===== config.mk =====
export PLATFORM = sky130hd
export DESIGN_NAME = text_panel_gen_flat
export DESIGN_NICKNAME = d
export VERILOG_FILES = /design/src/rtl/text_panel_gen_if.sv /design/src/rtl/text_panel_gen.sv /design/src/flat_wrapper.sv
export SDC_FILE = /design/constraint.sdc
export NUM_CORES = 1
export LEC_CHECK = 0
export ABC_AREA = 1
export ABC_CLOCK_PERIOD_IN_PS = 3300
export BUFFER_PORTS_ARGS = -buffer_cell sky130_fd_sc_hd__buf_2
export CAP_MARGIN = 30
export CORE_MARGIN = 2
export CORE_UTILIZATION = 55
export DETAILED_ROUTE_END_ITERATION = 8
export PLACE_DENSITY = 0.9
export SKIP_CTS_REPAIR_TIMING = 1
export SYNTH_ARGS = -nofsm -noshare
export SYNTH_HDL_FRONTEND = slang
export SYNTH_SLANG_ARGS = --single-unit

===== constraint.sdc =====
create_clock -name clk -period 3.3 [get_ports clk]
set_input_delay 0.165 -clock clk [delete_from_list [all_inputs] [get_ports clk]]
set_output_delay 0.165 -clock clk [all_outputs]
set_load 0.02 [all_outputs]

===== src/rtl/text_panel_gen_if.sv =====
// Memory-side bus of the text panel renderer.
// Bundles the prompt memory (char_addr -> char_code) and the font memory
// (font_addr -> font_data). Both memories return data for the address that
// is currently presented. The address registers inside the renderer supply
// the one cycle of latency on each lookup.
//   master : renderer, drives the addresses and receives the data
//   slave  : memories, receive the addresses and return the data
interface text_panel_gen_if #(
    parameter int AW = 9
);
    logic [AW-1:0] char_addr;
    logic [6:0]    char_code;
    logic [10:0]   font_addr;
    logic [7:0]    font_data;

    modport master (
        output char_addr,
        output font_addr,
        input  char_code,
        input  font_data
    );

    modport slave (
        input  char_addr,
        input  font_addr,
        output char_code,
        output font_data
    );
endinterface


===== src/rtl/text_panel_gen.sv =====
// Pipelined VGA text panel renderer.
// Draws a COLS x ROWS grid of 8x16 glyphs with its top-left corner at
// (X0,Y0). Characters before the cursor are drawn green and the rest white.
// The cursor cell gets a blinking underline, and its background flashes red
// for a while after a typing error. A pixel presented on x/y/video_on in
// cycle N appears on rgb_* in cycle N+3.
// Ports:
//   clk, reset_n             pixel clock, asynchronous active-low reset
//   video_on, x, y           visible-area flag and pixel position from sync gen
//   frame_tick               one pulse per frame, during vertical blank
//   cursor_col, cursor_row   next character to type
//   err_pulse                one pulse per mistyped key
//   mem                      prompt/font memory bus (master side)
//   rgb_r, rgb_g, rgb_b      registered pixel colour to the DAC
module text_panel_gen #(
    parameter int COLS         = 64,
    parameter int ROWS         = 5,
    parameter int X0           = 208,
    parameter int Y0           = 208,
    parameter int BLINK_FRAMES = 30,
    parameter int ERR_FRAMES   = 12,
    parameter int AW           = (COLS * ROWS > 1) ? $clog2(COLS * ROWS) : 1
) (
    input  logic                   clk,
    input  logic                   reset_n,
    input  logic                   video_on,
    input  logic [9:0]             x,
    input  logic [9:0]             y,
    input  logic                   frame_tick,
    input  logic [7:0]             cursor_col,
    input  logic [7:0]             cursor_row,
    input  logic                   err_pulse,
    text_panel_gen_if.master       mem,
    output logic [7:0]             rgb_r,
    output logic [7:0]             rgb_g,
    output logic [7:0]             rgb_b
);

    localparam logic [10:0] X_LO = 11'(X0);
    localparam logic [10:0] X_HI = 11'(X0 + 8 * COLS);
    localparam logic [10:0] Y_LO = 11'(Y0);
    localparam logic [10:0] Y_HI = 11'(Y0 + 16 * ROWS);

    localparam int BW = $clog2(BLINK_FRAMES + 1);
    localparam int EW = $clog2(ERR_FRAMES + 1);
    localparam logic [BW-1:0] BLINK_TC = BW'(BLINK_FRAMES - 1);
    localparam logic [EW-1:0] ERR_LOAD = EW'(ERR_FRAMES);

    localparam logic [23:0] C_BLACK = 24'h000000;
    localparam logic [23:0] C_BG    = 24'h4F4F4F;
    localparam logic [23:0] C_ULINE = 24'hFF9F00;
    localparam logic [23:0] C_WHITE = 24'hFFFFFF;
    localparam logic [23:0] C_RED   = 24'h9F0000;
    localparam logic [23:0] C_GREEN = 24'h00FF00;

    // S0: grid decode of the incoming pixel
    logic [9:0]    x_off;
    logic [9:0]    y_off;
    logic          in_grid;
    logic [6:0]    col;
    logic [5:0]    row;
    logic [AW-1:0] addr;

    always_comb begin
        x_off   = x - 10'(X0);
        y_off   = y - 10'(Y0);
        in_grid = ({1'b0, x} >= X_LO) && ({1'b0, x} < X_HI) &&
                  ({1'b0, y} >= Y_LO) && ({1'b0, y} < Y_HI);
        col     = x_off[9:3];
        row     = y_off[9:4];
        addr    = AW'(32'(row) * 32'(COLS) + 32'(col));
    end

    // S1: prompt lookup in flight; pixel attributes delayed alongside
    logic       s1_vid;
    logic       s1_in;
    logic [6:0] s1_col;
    logic [5:0] s1_row;
    logic [2:0] s1_xb;
    logic [3:0] s1_gr;

    always_ff @(posedge clk or negedge reset_n) begin
        if (!reset_n) begin
            mem.char_addr <= '0;
            s1_vid        <= 1'b0;
            s1_in         <= 1'b0;
            s1_col        <= '0;
            s1_row        <= '0;
            s1_xb         <= '0;
            s1_gr         <= '0;
        end else begin
            // Out-of-grid pixels leave the prompt address alone.
            if (in_grid) begin
                mem.char_addr <= addr;
            end
            s1_vid <= video_on;
            s1_in  <= in_grid;
            s1_col <= col;
            s1_row <= row;
            // Pixel offset inside the cell; equals x[2:0] for an 8-aligned X0.
            s1_xb  <= x_off[2:0];
            s1_gr  <= y_off[3:0];
        end
    end

    // S2: font lookup in flight
    logic       s2_vid;
    logic       s2_in;
    logic [6:0] s2_col;
    logic [5:0] s2_row;
    logic [2:0] s2_xb;
    logic       s2_ul;

    always_ff @(posedge clk or negedge reset_n) begin
        if (!reset_n) begin
            mem.font_addr <= '0;
            s2_vid        <= 1'b0;
            s2_in         <= 1'b0;
            s2_col        <= '0;
            s2_row        <= '0;
            s2_xb         <= '0;
            s2_ul         <= 1'b0;
        end else begin
            mem.font_addr <= {mem.char_code, s1_gr};
            s2_vid        <= s1_vid;
            s2_in         <= s1_in;
            s2_col        <= s1_col;
            s2_row        <= s1_row;
            s2_xb         <= s1_xb;
            s2_ul         <= (s1_gr[3:1] == 3'b111);
        end
    end

    // Per-frame state: the cursor is only sampled on frame_tick so it never
    // moves part-way down the screen.
    logic [7:0]    sh_col;
    logic [7:0]    sh_row;
    logic [BW-1:0] blink_cnt;
    logic          cursor_vis;
    logic [EW-1:0] err_cnt;
    logic          moved;

    assign moved = (cursor_col != sh_col) || (cursor_row != sh_row);

    always_ff @(posedge clk or negedge reset_n) begin
        if (!reset_n) begin
            sh_col     <= '0;
            sh_row     <= '0;
            blink_cnt  <= '0;
            cursor_vis <= 1'b1;
        end else if (frame_tick) begin
            sh_col <= cursor_col;
            sh_row <= cursor_row;
            // A moving cursor restarts its blink phase fully visible.
            if (moved) begin
                blink_cnt  <= '0;
                cursor_vis <= 1'b1;
            end else if (blink_cnt == BLINK_TC) begin
                blink_cnt  <= '0;
                cursor_vis <= ~cursor_vis;
            end else begin
                blink_cnt <= blink_cnt + 1'b1;
            end
        end
    end

    always_ff @(posedge clk or negedge reset_n) begin
        if (!reset_n) begin
            err_cnt <= '0;
        end else if (err_pulse) begin
            err_cnt <= ERR_LOAD;
        end else if (frame_tick && (err_cnt != '0)) begin
            err_cnt <= err_cnt - 1'b1;
        end
    end

    // Colour selection and output register
    logic        pix_bit;
    logic [7:0]  col_w;
    logic [7:0]  row_w;
    logic        cur_cell;
    logic        typed;
    logic [23:0] colour;

    always_comb begin
        pix_bit  = mem.font_data[3'd7 - s2_xb];
        col_w    = {1'b0, s2_col};
        row_w    = {2'b00, s2_row};
        // An off-grid shadow cursor simply never matches a cell.
        cur_cell = (col_w == sh_col) && (row_w == sh_row);
        typed    = (row_w < sh_row) || ((row_w == sh_row) && (col_w < sh_col));
        colour   = C_BLACK;
        if (!s2_vid) begin
            colour = C_BLACK;
        end else if (!s2_in) begin
            colour = C_BG;
        end else if (cur_cell) begin
            if (s2_ul && cursor_vis) begin
                colour = C_ULINE;
            end else if (pix_bit) begin
                colour = C_WHITE;
            end else if (err_cnt != '0) begin
                colour = C_RED;
            end else begin
                colour = C_BG;
            end
        end else if (pix_bit && typed) begin
            colour = C_GREEN;
        end else if (pix_bit) begin
            colour = C_WHITE;
        end else begin
            colour = C_BG;
        end
    end

    always_ff @(posedge clk or negedge reset_n) begin
        if (!reset_n) begin
            {rgb_r, rgb_g, rgb_b} <= 24'h000000;
        end else begin
            {rgb_r, rgb_g, rgb_b} <= colour;
        end
    end

endmodule

===== src/flat_wrapper.sv =====
// flat-port wrapper written by rule: the top's interface ports become plain ports
module text_panel_gen_flat 
#(
    parameter int COLS         = 64,
    parameter int ROWS         = 5,
    parameter int X0           = 208,
    parameter int Y0           = 208,
    parameter int BLINK_FRAMES = 30,
    parameter int ERR_FRAMES   = 12,
    parameter int AW           = (COLS * ROWS > 1) ? $clog2(COLS * ROWS) : 1
)
  (clk, reset_n, video_on, x, y, frame_tick, cursor_col, cursor_row, err_pulse, rgb_r, rgb_g, rgb_b, mem_char_addr, mem_font_addr, mem_char_code, mem_font_data);
  text_panel_gen_if #(.AW(AW)) mem_i ();
  input  logic clk;
  input  logic reset_n;
  input  logic video_on;
  input  logic [9:0] x;
  input  logic [9:0] y;
  input  logic frame_tick;
  input  logic [7:0] cursor_col;
  input  logic [7:0] cursor_row;
  input  logic err_pulse;
  output logic [7:0] rgb_r;
  output logic [7:0] rgb_g;
  output logic [7:0] rgb_b;
  output wire logic [$bits(mem_i.char_addr)-1:0] mem_char_addr;
  output wire logic [$bits(mem_i.font_addr)-1:0] mem_font_addr;
  input wire logic [$bits(mem_i.char_code)-1:0] mem_char_code;
  input wire logic [$bits(mem_i.font_data)-1:0] mem_font_data;
  assign mem_char_addr = mem_i.char_addr;
  assign mem_font_addr = mem_i.font_addr;
  assign mem_i.char_code = mem_char_code;
  assign mem_i.font_data = mem_font_data;
  text_panel_gen #(.COLS(COLS), .ROWS(ROWS), .X0(X0), .Y0(Y0), .BLINK_FRAMES(BLINK_FRAMES), .ERR_FRAMES(ERR_FRAMES), .AW(AW)) u_core (.clk(clk), .reset_n(reset_n), .video_on(video_on), .x(x), .y(y), .frame_tick(frame_tick), .cursor_col(cursor_col), .cursor_row(cursor_row), .err_pulse(err_pulse), .mem(mem_i), .rgb_r(rgb_r), .rgb_g(rgb_g), .rgb_b(rgb_b));
endmodule

; Yosys cells after proc, flatten, opt, wreduce, memory -nomap -nowiden
; Index checks and enable logic that the tools add are counted.
[classes]
muxes = 16
n_eq_ne = 6
order_cmp = 7
n_reduce_logical = 14
n_addsub = 6
n_bitwise = 1
[op_table]
columns = operator, n
row1 = 24-bit two-way mux, 8
row2 = "10-bit by 8-bit greater-or-equal comparator with 1-bit output, second input constant", 2
row3 = "10-bit by 8-bit subtractor with 10-bit output, second input constant", 2
row4 = 8-bit inequality test, 2
row5 = "10-bit less-than comparator, second input constant", 1
row6 = "10-bit by 9-bit less-than comparator with 1-bit output, second input constant", 1
row7 = 5-bit two-way mux, 2
row8 = 9-bit by 7-bit adder with 9-bit output, 1
row9 = 6-bit by 8-bit == test with 1-bit output, 1
row10 = 7-bit by 8-bit == test with 1-bit output, 1
row11 = 1-bit logical AND, 8
row12 = 6-bit by 8-bit less-than comparator with 1-bit output, 1
row13 = 7-bit by 8-bit less-than comparator with 1-bit output, 1
row14 = 4-bit two-way mux, 2
row15 = "5-bit by 1-bit adder with 5-bit output, second input constant", 1
row16 = "5-bit == test, second input constant", 1
row17 = "3-bit by 4-bit less-than comparator with 1-bit output, second input constant", 1
row18 = 2-bit nonzero test, 2
row19 = 4-bit nonzero test, 1
row20 = "4-bit by 1-bit subtractor with 4-bit output, second input constant", 1
row21 = 1-bit binary-select mux with 3-bit select, 1
row22 = "3-bit == test, second input constant", 1
row23 = 1-bit two-way mux, 3
row24 = "3-bit subtractor, first input constant", 1
row25 = other kinds (3), 4
[totals]
inputBits = 56
output_inout_bits = 44
reg_bits = 111
elab_cells = 72

; Depth between registers and ports, before layout
[logic_depth]
word_depth = 8
depth_mapped = 13
mapped_depth_nobuf = 13

; Least setup slack after synthesis
; OpenSTA, ideal clock, no wires.
[synth_timing]
path_type = register to register
startpoint = reg u_core.sh_col[5]
endpoint = reg u_core.rgb_r[6]
path_slack_ns = 1.786
required_time_ns = 3.175
period_less_slack_ns = 1.514
stages_incl_launch_ff = 10
n_path_buf = 0
arrival_time_ns = 1.389
setup_ns = 0.125
path_cell_list = dfrtp_1 inv_1 ha_1 nand2_1 nor2_4 nand2_2 nor2_4 nand3_1 o21ai_0 nor2_1
[synth_between]
elab_chain_cells = 8
elab_cells_between_ends = 10
cone_classes = order compare: 1 / eq/ne: 1 / mux: 4 / reduce/logical: 4
[synth_lines]
columns = item, line_no
row1 = from (decl), text_panel_gen.sv:136  ; logic [7:0] sh_col;
row2 = from (signal assigned), text_panel_gen.sv:152  ; sh_col <= cursor_col;
row3 = 7-bit by 8-bit less-than comparator with 1-bit output, text_panel_gen.sv:191  ; typed = (row_w < sh_row) || ((row_w == sh_row) && (col_w < sh_col));
row4 = 1-bit logical AND, text_panel_gen.sv:191
row5 = 1-bit logical OR, text_panel_gen.sv:191
row6 = 1-bit logical AND, text_panel_gen.sv:207  ; end else if (pix_bit && typed) begin
row7 = 24-bit two-way mux, text_panel_gen.sv:207
row8 = 24-bit two-way mux (*), text_panel_gen.sv:197  ; end else if (cur_cell) begin
row9 = 24-bit two-way mux (*), text_panel_gen.sv:195  ; end else if (!s2_in) begin
row10 = 24-bit two-way mux (*), text_panel_gen.sv:193  ; if (!s2_vid) begin
row11 = net u_core.colour[22], text_panel_gen.sv:183  ; logic [23:0] colour;
row12 = to (signal assigned), text_panel_gen.sv:220  ; {rgb_r, rgb_g, rgb_b} <= colour;
row13 = to (decl), text_panel_gen.sv:34  ; output logic [7:0] rgb_r,
; Mark *: on every way through the listed nets, which the timed path passes. The rest lies on a longest branch.
; A chain may end at the register's enable or synchronous reset.

; Worst setup path after layout
[layout_timing]
startpoint = reg u_core.sh_row[5]
endpoint = reg u_core.rgb_r[6]
[layout_between]
elab_chain_cells = 8
elab_cells_between_ends = 10
cone_classes = order compare: 1 / eq/ne: 1 / mux: 4 / reduce/logical: 4
[layout_lines]
columns = item, line_no
row1 = from (decl), text_panel_gen.sv:137  ; logic [7:0] sh_row;
row2 = from (signal assigned), text_panel_gen.sv:153  ; sh_row <= cursor_row;
row3 = "parallel branches: the longest is 5 deep, another holds 6-bit by 8-bit less-than comparator with 1-bit output", n/a
row4 = 24-bit two-way mux (*), text_panel_gen.sv:197
row5 = 24-bit two-way mux (*), text_panel_gen.sv:195
row6 = 24-bit two-way mux (*), text_panel_gen.sv:193
row7 = net u_core.colour[22], text_panel_gen.sv:183
; Mark *: on every way through the listed nets, which the timed path passes.

==> metrics.md <==
| Metric | Value |
|---|---|
| Seq/Total Area, Yosys | 55.0% |
| Max Fclk | 572 MHz |
| Vias in the first global route | 3174 |
| CP startpoint kind | register |
| Core ar. | 7770 sq um |
| Mapped cell area | about 4400 sq um |
| Async set-reset flop share out of synthesis | 100% |
| Global routing's busiest layer | met2 |
| Num rows | 32 |
| Post-synth top flop | dfrtp_1 |
| Ant diodes | 0 |
| R2r endpoint | u_core.rgb_r[6]$_DFF_PN0_ |
| Reg2reg path depth | 11 |
| EDFF count, synth | 0 |
| Min-delay worst type | in -> reg |
| Status | completed |
| Iter 0 DRT Violations | 152 |
| Clock share of power | 29.2% |
| Initial core utilization | a little under three fifths |
| Most frequent cells in the layout | 136 x nand2_1, 98 x buf_2, 96 x dfrtp_1 |
| Final setup fails | 0 |
| Critical path fanouts, max | 3 |
| Total CTS buffers | 9 |
| Critical path data required time | 3.56 ns |
| Pwr/cell area | around 480 nW/um^2 |
| Max cap viols | 0 |
| Placed wire-length estimate | 6.29 mm |
| Gate power share | 18.2% |
| Net switching power | between 0.7 and 0.8 mW |
| GPL Wtd Cong | 0.918 |
| Critical Path AT | 2.01 ns |
| Vias per cell | around 4.7 |
| Hold Path End | u_core.s1_row[4]$_DFF_PN0_ |
| Worst Clk Skew | 0.00630 ns |
| Flop-to-flop setup slack | 1.55 ns |
| DP Cell Count | 669 |
| CTS root buffer | clkbuf_8 |
| Layout cells sized above 1 | 25.8% |
| DR pass1 iterations | 5 |
| Mapped Nets | 563 |
| Nets | 673 |
| Crit share post-route | 52.9% |
| Largest net degree at the start of global routing | 52 |
| Initial antenna violation count | 0 |
| Warnings, synthesis | 0 |
| CTS clk-pin slew, worst paths | approximately 0.10 ns |
| First-pass GRT wire length | 14.3 mm |
| Synth Register Bits | 97 |
| Synth Area per Inst | 9.10 sq um |
| Detail Route Antenna Nets | 0 |
| H-tree depth | 3 |
| Total Neg Setup Slack | 0 ns |
| Residual DRC | 0 |
| Lkg Pwr | 2.92 nW |
| Worst-margin pin slew | 0.611 ns |
| Routed wire per std cell | roughly 12 microns |
| Sw Ratio | ~31% |
| Synth top area share | 54.5% |
| CP endpoint kind | register |
| GR Util met3 | roughly 3.8% |
| Cells after synthesis | 485 |
| Die width | between 90 and 100 microns |
| Full die area | 8750 sq um |
| Clock sinks | just under 100 |
| Unrepaired setup endpoints after global routing | no |
| Worst Hold Launch | y[8] |
| Final hold vios | 0 |
| Sequential power share | 52.6% |
| Worst-Skew Late Latency | ~0.37 ns |
| Max VDD drop | 330 uV |
| Slew HR | 59.3% |
| Unique masters post-synth | 33 |
| DRT Wirelength | approximately 8.4 mm |
| Post-synth top area cell | dfrtp_1 |
| Met2 Track Usage GR | 36.8% |
| Most common cell after layout, fill and taps aside | nand2_1 |
| Final cell count without fillers | 702 |
| Fin. max-slew vios | 0 |
| Area Growth Syn to Fin | 19.8% |
| Post-route minimum period | 1.75 ns |
| DIE HEIGHT | 93.6 microns |
| Hold depth | 2 |
| Met1 usage | 25.6% |
| Via count | 3318 |
| Clock Path Buffers | 2 |
| Largest cells by area after synthesis | dfrtp_1 54%, nand2_1 12%, ha_1 6.2% |
| RR Startpoint | u_core.sh_row[5]$_DFFE_PN0P_ |
| Int Power | 1.76 mW |
| Crit Path Class | reg -> reg |
| Total GRT Usage | between 20% and 30% |
| CTS tree | yes |
| Ports | 100 |
| Port Buf Inserts | 99 |
| Overflow after GRT | 0 |
## layer usage
metal | share of wire [%] | vias up
li1 | - | 1681
met1 | 41 | 1536
met2 | 53 | 89
met3 | 4.3 | 12
met4 | 2.0 | 0
met5 | 0 | -
## state kept, by name, summed over array words and instances, names as in the netlist, 2 cells and up
| signal | count |
|---|---|
| u_core.blink_cnt | 5 |
| u_core.err_cnt | 4 |
| u_core.mem.char_addr | 9 |
| u_core.mem.font_addr | 11 |
| u_core.rgb_b | 2 |
| u_core.rgb_g | 4 |
| u_core.rgb_r | 4 |
| u_core.s1_col | 7 |
| u_core.s1_gr | 4 |
| u_core.s1_row | 6 |
| u_core.s1_xb | 3 |
| u_core.s2_col | 7 |
| u_core.s2_row | 6 |
| u_core.s2_xb | 3 |
| u_core.sh_col | 8 |
| u_core.sh_row | 8 |
## power groups by stage
stage	Clock [mW]	Combinational [mW]	Sequential, mW
4_1_cts	0.761	0.450	1.34
3_3_place_gp	0	0.426	1.36
3_5_place_dp	0	0.447	1.36
5_1_grt	0.815	0.524	1.35
2_1_floorplan	0	0.243	1.40
6_report	0.743	0.462	1.34
## metrics by stage
step	cell area [sq um]	util [%]	hold slack [ns]	power (mW)	setup WS, ns
after floorplan	4410	-	-0.131	1.65	1.79
after global placement	4920	63.3	0.215	1.78	1.71
after detailed placement	4920	63.3	0.220	1.81	1.61
after CTS	5110	65.8	-0.192	2.55	1.58
after global routing	5280	68.0	0.00834	2.69	1.39
final	5280	68.0	0.00930	2.54	1.55
## layout make-up
cell class,instances,area [sq um]
fillers,610,2480
flip-flops and latches,97,2430
multi-input cells,287,1540
repair buffers,118,683
inverters,82,308
well taps,102,128
clock buffers,9,124
clock inverters,7,73.8
## synthesized netlist by cell type (all sizes together) (2+ instances only)
library cell  number
nor2              35
xnor2              4
xor2               8
inv               82
nand2            144
buf               18
o21ai             29
dfrtp             96
or2                4
nor3               7
ha                22
nand3b             2
nand3             19
nand4              6
a21oi              4
## kinds of logic (layout without fill, tap and decap cells)
| group | count (synthesis) | count (layout) | synth area share [%] |
|---|---|---|---|
| buf+inv | 101 | 216 | 10.1 |
| simple gates | 218 | 218 | 21.8 |
| xor+xnor | 12 | 12 | 2.38 |
| compound gates | 35 | 35 | 4.48 |
| flops | 97 | 97 | 55.0 |
| fa+ha+maj | 22 | 22 | 6.24 |
## critical path, stage by stage, from the launching register on
cell	delay, ns
dfrtp_1	0.37
inv_1	0.07
ha_1	0.30
nand2_1	0.07
nor2_2	0.13
nand2_2	0.09
nor2_1	0.12
nand2_1	0.06
nand2_1	0.11
nand2_1	0.11
nor2_1	0.15
nor2_1	0.07
## worst max-delay path by stage
stage | start | end | slack [ns]
after floorplan | u_core.sh_col[5]$_DFFE_PN0P_ | u_core.rgb_r[6]$_DFF_PN0_ | 1.79
after global placement | u_core.sh_col[5]$_DFFE_PN0P_ | u_core.rgb_r[6]$_DFF_PN0_ | 1.71
after detailed placement | u_core.sh_row[5]$_DFFE_PN0P_ | u_core.rgb_r[6]$_DFF_PN0_ | 1.61
after CTS | u_core.err_cnt[0]$_DFFE_PN0P_ | u_core.err_cnt[3]$_DFFE_PN0P_ | 1.58
after global routing | u_core.sh_row[5]$_DFFE_PN0P_ | u_core.rgb_r[6]$_DFF_PN0_ | 1.39
final | u_core.sh_row[5]$_DFFE_PN0P_ | u_core.rgb_r[6]$_DFF_PN0_ | 1.55
No activity file was read; power rests on OpenSTA's default activity.
